**config.mk**
```make
export PLATFORM = sky130hd
export DESIGN_NAME = div_unit
export DESIGN_NICKNAME = d
export VERILOG_FILES = /design/src/rtl/div_pkg.sv /design/src/rtl/div_step.sv /design/src/rtl/div_unit.sv
export SDC_FILE = /design/constraint.sdc
export NUM_CORES = 1
export LEC_CHECK = 0
export CORE_MARGIN = 1.5
export CORE_UTILIZATION = 38
export CTS_BUF_LIST = sky130_fd_sc_hd__clkbuf_4
export DETAILED_ROUTE_END_ITERATION = 10
export PLACE_DENSITY_LB_ADDON = 0.08
export RECOVER_POWER = 25
export SLEW_MARGIN = 5
export SYNTH_ARGS = -nofsm -noshare
export SYNTH_HDL_FRONTEND = slang
export SYNTH_SLANG_ARGS = --single-unit
```
**constraint.sdc**
```tcl
create_clock -name clk -period 7.3 [get_ports clk]
set_input_delay 0.73 -clock clk [delete_from_list [all_inputs] [get_ports clk]]
set_output_delay 0.73 -clock clk [all_outputs]
set_load 0.1 [all_outputs]
```
**src/rtl/div_pkg.sv**
```systemverilog
// Shared definitions for the iterative restoring divider: FSM states,
// counter sizing and two's-complement magnitude helper.
package div_pkg;

  typedef enum logic [1:0] {
    StIdle,
    StCalc,
    StSign
  } div_state_e;

  // Widest operand the magnitude helper handles; callers zero-extend into it.
  localparam int unsigned AbsMaxBits = 64;

  localparam int unsigned DefaultDataBits = 32;
  localparam int unsigned DefaultCntBits  = $clog2(DefaultDataBits) + 1;

  function automatic int unsigned cnt_width(input int unsigned data_bits);
    return $clog2(data_bits) + 1;
  endfunction

  // Magnitude of a two's-complement value; neg is the caller's sign bit
  // (already gated by signed mode), so the result wraps for the most-negative value.
  function automatic logic [AbsMaxBits-1:0] twos_abs(input logic [AbsMaxBits-1:0] val,
                                                     input logic                  neg);
    return neg ? -val : val;
  endfunction

endpackage

```
**src/rtl/div_step.sv**
```systemverilog
// One restoring-division step: shift in a dividend bit, trial-subtract the
// divisor magnitude, keep the difference when it is non-negative.
module div_step
  import div_pkg::*;
#(
  parameter int unsigned DATA_BITS = 32
) (
  input  logic [DATA_BITS:0]   rem_in,
  input  logic                 dvd_bit,
  input  logic [DATA_BITS-1:0] dvsr,
  output logic [DATA_BITS:0]   rem_out,
  output logic                 q_bit
);

  logic [DATA_BITS:0] shifted;
  logic [DATA_BITS:0] diff;
  // A kept partial remainder is always below the divisor, so its MSB is zero.
  logic               unused_rem_msb;

  assign unused_rem_msb = rem_in[DATA_BITS];

  always_comb begin
    shifted = {rem_in[DATA_BITS-1:0], dvd_bit};
    diff    = shifted - {1'b0, dvsr};
    q_bit   = ~diff[DATA_BITS];
    rem_out = q_bit ? diff : shifted;
  end

endmodule

```
**src/rtl/div_unit.sv**
```systemverilog
// Iterative 32-step restoring divider for DIV/DIVU; results feed HI/LO and
// done acts as their write enable.
module div_unit
  import div_pkg::*;
#(
  parameter int unsigned DATA_BITS = 32
) (
  input  logic                 clk,
  input  logic                 rst,
  input  logic                 start,
  input  logic                 is_signed,
  input  logic [DATA_BITS-1:0] dividend,
  input  logic [DATA_BITS-1:0] divisor,
  output logic [DATA_BITS-1:0] quotient,
  output logic [DATA_BITS-1:0] remainder,
  output logic                 busy,
  output logic                 done
);

  localparam int unsigned CntBits = cnt_width(DATA_BITS);

  div_state_e           state_q, state_d;
  logic [CntBits-1:0]   cnt_q, cnt_d;
  logic [DATA_BITS-1:0] dvd_q, dvd_d;
  logic [DATA_BITS-1:0] dvsr_q, dvsr_d;
  logic [DATA_BITS-1:0] raw_q, raw_d;
  logic [DATA_BITS:0]   rem_q, rem_d;
  logic [DATA_BITS-1:0] quo_q, quo_d;
  logic                 qneg_q, qneg_d;
  logic                 rneg_q, rneg_d;
  logic                 div0_q, div0_d;
  logic [DATA_BITS-1:0] quotient_q, quotient_d;
  logic [DATA_BITS-1:0] remainder_q, remainder_d;
  logic                 busy_q, busy_d;
  logic                 done_q, done_d;

  logic                 dvd_neg, dvsr_neg;
  logic [DATA_BITS-1:0] dvd_abs, dvsr_abs, rem_mag;
  logic [DATA_BITS:0]   step_rem;
  logic                 step_q;

  assign dvd_neg  = is_signed & dividend[DATA_BITS-1];
  assign dvsr_neg = is_signed & divisor[DATA_BITS-1];
  assign dvd_abs  = DATA_BITS'(twos_abs(AbsMaxBits'(dividend), dvd_neg));
  assign dvsr_abs = DATA_BITS'(twos_abs(AbsMaxBits'(divisor), dvsr_neg));
  assign rem_mag  = rem_q[DATA_BITS-1:0];

  div_step #(
    .DATA_BITS(DATA_BITS)
  ) u_step (
    .rem_in (rem_q),
    .dvd_bit(dvd_q[DATA_BITS-1]),
    .dvsr   (dvsr_q),
    .rem_out(step_rem),
    .q_bit  (step_q)
  );

  always_comb begin
    state_d     = state_q;
    cnt_d       = cnt_q;
    dvd_d       = dvd_q;
    dvsr_d      = dvsr_q;
    raw_d       = raw_q;
    rem_d       = rem_q;
    quo_d       = quo_q;
    qneg_d      = qneg_q;
    rneg_d      = rneg_q;
    div0_d      = div0_q;
    quotient_d  = quotient_q;
    remainder_d = remainder_q;
    busy_d      = busy_q;
    done_d      = 1'b0;

    unique case (state_q)
      StIdle: begin
        if (start) begin
          dvd_d   = dvd_abs;
          dvsr_d  = dvsr_abs;
          raw_d   = dividend;
          qneg_d  = dvd_neg ^ dvsr_neg;
          rneg_d  = dvd_neg;
          div0_d  = (divisor == '0);
          rem_d   = '0;
          quo_d   = '0;
          cnt_d   = '0;
          busy_d  = 1'b1;
          state_d = StCalc;
        end
      end
      StCalc: begin
        rem_d = step_rem;
        quo_d = {quo_q[DATA_BITS-2:0], step_q};
        dvd_d = dvd_q << 1;
        cnt_d = cnt_q + CntBits'(1);
        if (cnt_q == CntBits'(DATA_BITS - 1)) begin
          state_d = StSign;
        end
      end
      StSign: begin
        if (div0_q) begin
          quotient_d  = '1;
          remainder_d = raw_q;
        end else begin
          quotient_d  = qneg_q ? -quo_q : quo_q;
          remainder_d = rneg_q ? -rem_mag : rem_mag;
        end
        done_d  = 1'b1;
        busy_d  = 1'b0;
        state_d = StIdle;
      end
      default: state_d = StIdle;
    endcase
  end

  always_ff @(posedge clk or posedge rst) begin
    if (rst) begin
      state_q     <= StIdle;
      cnt_q       <= '0;
      dvd_q       <= '0;
      dvsr_q      <= '0;
      raw_q       <= '0;
      rem_q       <= '0;
      quo_q       <= '0;
      qneg_q      <= 1'b0;
      rneg_q      <= 1'b0;
      div0_q      <= 1'b0;
      quotient_q  <= '0;
      remainder_q <= '0;
      busy_q      <= 1'b0;
      done_q      <= 1'b0;
    end else begin
      state_q     <= state_d;
      cnt_q       <= cnt_d;
      dvd_q       <= dvd_d;
      dvsr_q      <= dvsr_d;
      raw_q       <= raw_d;
      rem_q       <= rem_d;
      quo_q       <= quo_d;
      qneg_q      <= qneg_d;
      rneg_q      <= rneg_d;
      div0_q      <= div0_d;
      quotient_q  <= quotient_d;
      remainder_q <= remainder_d;
      busy_q      <= busy_d;
      done_q      <= done_d;
    end
  end

  assign quotient  = quotient_q;
  assign remainder = remainder_q;
  assign busy      = busy_q;
  assign done      = done_q;

endmodule

```
Word-level counts from Yosys, hierarchy flattened. Cells that the tools add are included.

Logic and storage cells: 58. Output and inout port bits: 66. Register bits after elaboration: 237.

Muxes and demuxes: 21. Equal/unequal tests: 5. $add $sub $neg: 6. Bitwise gates (word level): 4. Reductions and logical operators: 8.

Operators by type and width (number): $mux 32 (10); $pmux 32 s2 (3); $neg 32->32 (4); $sub 33x32->33 (1); $logic_not 32->1 (1); $pmux 6 s2 (1); $reduce_and 2->1 (4); $add 6x1->6 const B (1); $eq 6x5->1 const B (1); $mux 6 (1); $mux 2 (2); $ne 2x2->1 const B (2); $pmux 2 s2 (1); $reduce_bool 2->1 (2); $and 1x1->1 (2); $eq 2x1->1 const B (1); $eq 2x2->1 const B (1); $logic_not 2->1 (1); $mux 1 (2); $pmux 1 s2 (1); $not 1->1 (1); $xor 1x1->1 (1).

Logic depth before layout (Yosys ltp).
Depth after elaboration: 4. Gate-level depth with buffers: 14. Gate-level depth less buffers: 12.

By module. A second synthesis with hierarchy kept.

Cell total of the unflattened synthesis: 1741. Area total of the unflattened synthesis: 14691.6 µm².

Modules (own cells, without submodules): div_unit (sequential area each 5955.7 µm², cells each 1385, area an instance 12210.5 µm², instances 1); div_step (sequential area each 0.0 µm², cells each 356, area an instance 2481.1 µm², instances 1).

Worst setup path after synthesis. No wires, ideal clock.

Kind: reg-to-reg. From: register dvsr_q[0]. To: register rem_q[18]. Arrival time: 2.933 ns. Cell stages (with the launch flop): 13. Period minus slack after synthesis: 3.067 ns. Library setup time: 0.134 ns. Path buffers: 2. Slack: 4.233 ns. Required time: 7.166 ns. Path through: dfrtp_1 ha_1 fa_1 nand2b_1 a211oi_1 o2111ai_1 a21o_1 a211o_1 a211o_1 clkbuf_1 clkbuf_1 a32oi_1 o21ai_0.

Cells in the longest elaborated chain, start to end: 3.

RTL lines: start: declaration (line div_unit.sv:25) `logic [DATA_BITS-1:0] dvsr_q, dvsr_d;`; start signal: assignment (line div_unit.sv:135) `dvsr_q <= dvsr_d;`; $sub 33x32->33 (line div_step.sv:24) `diff = shifted - {1'b0, dvsr};`; $mux 32 (line div_step.sv:26) `rem_out = q_bit ? diff : shifted;`; $pmux 32 s2 (line div_unit.sv:74) `unique case (state_q)`; end signal: assignment (line div_unit.sv:137) `rem_q <= rem_d;`; end: declaration (line div_unit.sv:27) `logic [DATA_BITS:0] rem_q, rem_d;`.

No other way between the ends. A chain may end at the register's enable or synchronous reset.

==> results_dict.tcl <==
set metrics [dict create \
    detailedPlace.worstSlack_ps 3521 \
    yosys.cell_count.top_type "nand2_1" \
    dpl_cell_area_sq_mm 0.01545 \
    synth_seq_cells 237 \
    grt_overflow 0 \
    ys_async_sr_fraction_pct 100.0 \
    cp_data_arrival_time_ps 3840 \
    fmax_mhz 244.0 \
    critPathSlowestCell "clkinvlp_2" \
    tns_ps 0 \
    hpwl_mm 26.18 \
    tightest_slew_ps 4478 \
    failed_checks "capacitance limit, slew limit" \
    ant_nets 0 \
    slew_headroom_pct -200.2 \
    clk_latency_ps 690 \
    die_w_microns 193.2 \
    grt_pass1_vias 11770 \
    hold_buffers 0 \
    synth_cells 1640 \
    synth_edf_count 0 \
    via_count 11956 \
    drtIter0Drc 565 \
    hp-class "reg -> reg" \
    cts_buffer_depth 3 \
    gr-usage-all-layers_pct 20.41 \
    grt_max_degree 143 \
    post_cts_resized 0 \
    cellPowerDensity_mw_per_mm2 510.8 \
    hold_viol_final 0 \
    post_cts_buffers 0 \
    synthesis.area_sq_mm 0.01375 \
    chipHeight_microns 193.2 \
    placedCellCount 2156 \
    status "finished, violations left" \
    power_mw 8.326 \
    cts_tree "built" \
    syn_to_final_growth_pct 18.53 \
    yosysSeqAreaShare_pct 43.13 \
    crit_path_max_fanout 96 \
    slowest_delay_ps 2480 \
    yosys_warnings 0 \
    row_count 69 \
    core_area_sq_mm 0.03557 \
    drcViolationCount 0 \
    antenna_found_initial 1 \
    yosysUniqueCellTypes 61 \
    io_buffers 133 \
    fin_crit_ps 4099 \
    worstSetupPathType "in -> async" \
    synth_ff_type "dfrtp_1" \
    firstDrtPassIters 5 \
    cp-end-kind "asynchronous set/reset pin" \
    maxCapViolations 2 \
    wl_per_cell_microns 16.55 \
    path_cells "dlygate4sd3_1 > clkinvlp_2" \
    path_clk_slew_ps 70 \
    syn_nets 1746 \
    crit_family "buffers and inverters" \
    ir_worst_vdd_mv 0.4047 \
    vias_per_cell 5.253 \
    finalSetupViolations 0 \
    slew_violations 138 \
    drive_gt1_share_pct 8.269 \
    p_leak_nw 7.180 \
    synth_commonest_cells "nand2_1 (315), dfrtp_1 (237), o21ai_0 (183)" \
    synth_area_leaders "dfrtp_1 (43%), nand2_1 (8.6%), o21ai_0 (6.7%)" \
    syn_area_per_cell_sq_um 8.385 \
    cts_buffers 72 \
    layout.cells.non_filler 2276 \
    cp_num_buf_inv 2 \
    htree_levels 3 \
    clockRootBuffer "clkbuf_4" \
    cp-start-kind "input pin" \
    io_pins 134 \
    clkSinkCount 237 \
    wl_mm 37.66 \
    worstPathRequired_ps 7040 \
    setup_slack_ps 3201 \
    rsz0062_at_grt "false" \
    grt_pass1_wl_mm 62.10 \
    final_area_sq_mm 0.01630 \
    fill_cells 3621 \
    initial_core_util_pct 38.66 \
    period_share_pct 56.15 \
    finClkSkew_ps 30.87 \
    final_nets 1875 \
    yosysTopAreaCell "dfrtp_1" \
    dieArea_sq_mm 0.03734 \
    gp_congestion 0.8566 \
    yosysTopAreaCellShare_pct 43.13 \
]
cells by family (layout without fill, tap and decap cells):
logic type                 after synthesis  count (layout)  share of synthesized area, %
buffers and inverters                  144             318                         3.976
and+or+nand+nor                        602             602                         19.23
other                                    0               1                             0
adders and majority gates               38              38                         3.512
DFF                                    237             237                         43.13
xor gates and xnor gates               145             145                         9.235
muxes                                   18              18                         1.328
AOI/OAI and AO/OA                      456             456                         19.59
placed cells by master (no fill, tap or decap), types with 19 or more instances in the layout:
| cell | Yosys | routed |
|---|---|---|
| inv_1 | 54 | 53 |
| o31ai_1 | 19 | 19 |
| a21oi_1 | 134 | 134 |
| clkbuf_4 | 0 | 101 |
| dfrtp_1 | 237 | 236 |
| xor2_1 | 79 | 79 |
| nand2_1 | 315 | 315 |
| o21ai_0 | 183 | 183 |
| clkdlybuf4s50_1 | 0 | 131 |
| xnor2_1 | 66 | 66 |
| ha_1 | 37 | 37 |
| nand3_1 | 50 | 50 |
| nor2_1 | 126 | 124 |
| a22oi_1 | 26 | 26 |
report_power, final:
part	switching [mW]	internal [mW]
sequential	0.554	1.87
combinational	3.10	1.55
clock	0.586	0.669
total	4.24	4.09
registers in the layout, indices dropped and copies added, names as in the netlist:
register and cells:
busy 1, cnt_q 6, div0_q 1, done 1, dvd_q 32, dvsr_q 32, qneg_q 1, quo_q 32
quotient 32, raw_q 32, rem_q 32, remainder 32, rneg_q 1, state_q 2
stage by stage:
step / utilization, % / hold WS, ps
after CTS: 45.86 / 472.9
after global placement: 43.44 / 457.4
after floorplan: - / 437.4
after detailed placement: 43.44 / 459.5
after global routing: 45.83 / 500.4
final: 45.83 / 471.7
path summary, 6_finish.rpt:
kind,start,end,slack [ps],cells past startpoint
max,rst,div0_q$_DFFE_PP0P_,3200,2
min,raw_q[26]$_DFFE_PP0P_,raw_q[26]$_DFFE_PP0P_,470,2
max in group clk,dvd_q[31]$_DFFE_PP0P_,rem_q[21]$_DFFE_PP0P_,3750,11
min reg2reg,raw_q[26]$_DFFE_PP0P_,raw_q[26]$_DFFE_PP0P_,470,2
max reg2reg,dvd_q[31]$_DFFE_PP0P_,rem_q[21]$_DFFE_PP0P_,3750,11
min in group asynchronous,rst,quotient[30]$_DFFE_PP0P_,1850,2
layer usage:
metal	track usage, %	share of wire [%]
met1	26.28	45
met3	3.434	3.6
met4	6.403	1.9
met5	0	0
met2	34.89	49
cell type report:
type / count / area, sq um / share of cell area (%)
diodes: 1 / 2.502 / 0.01535
repair buffers: 145 / 1430 / 8.773
flip-flops and latches: 237 / 5932 / 36.39
clock inverters: 18 / 100.1 / 0.6141
multi-input cells: 1259 / 7297 / 44.77
inverters: 54 / 203.9 / 1.251
clock buffers: 101 / 758.2 / 4.652
well taps: 461 / 576.8 / 3.539
Power figures use the tool's default switching activity.
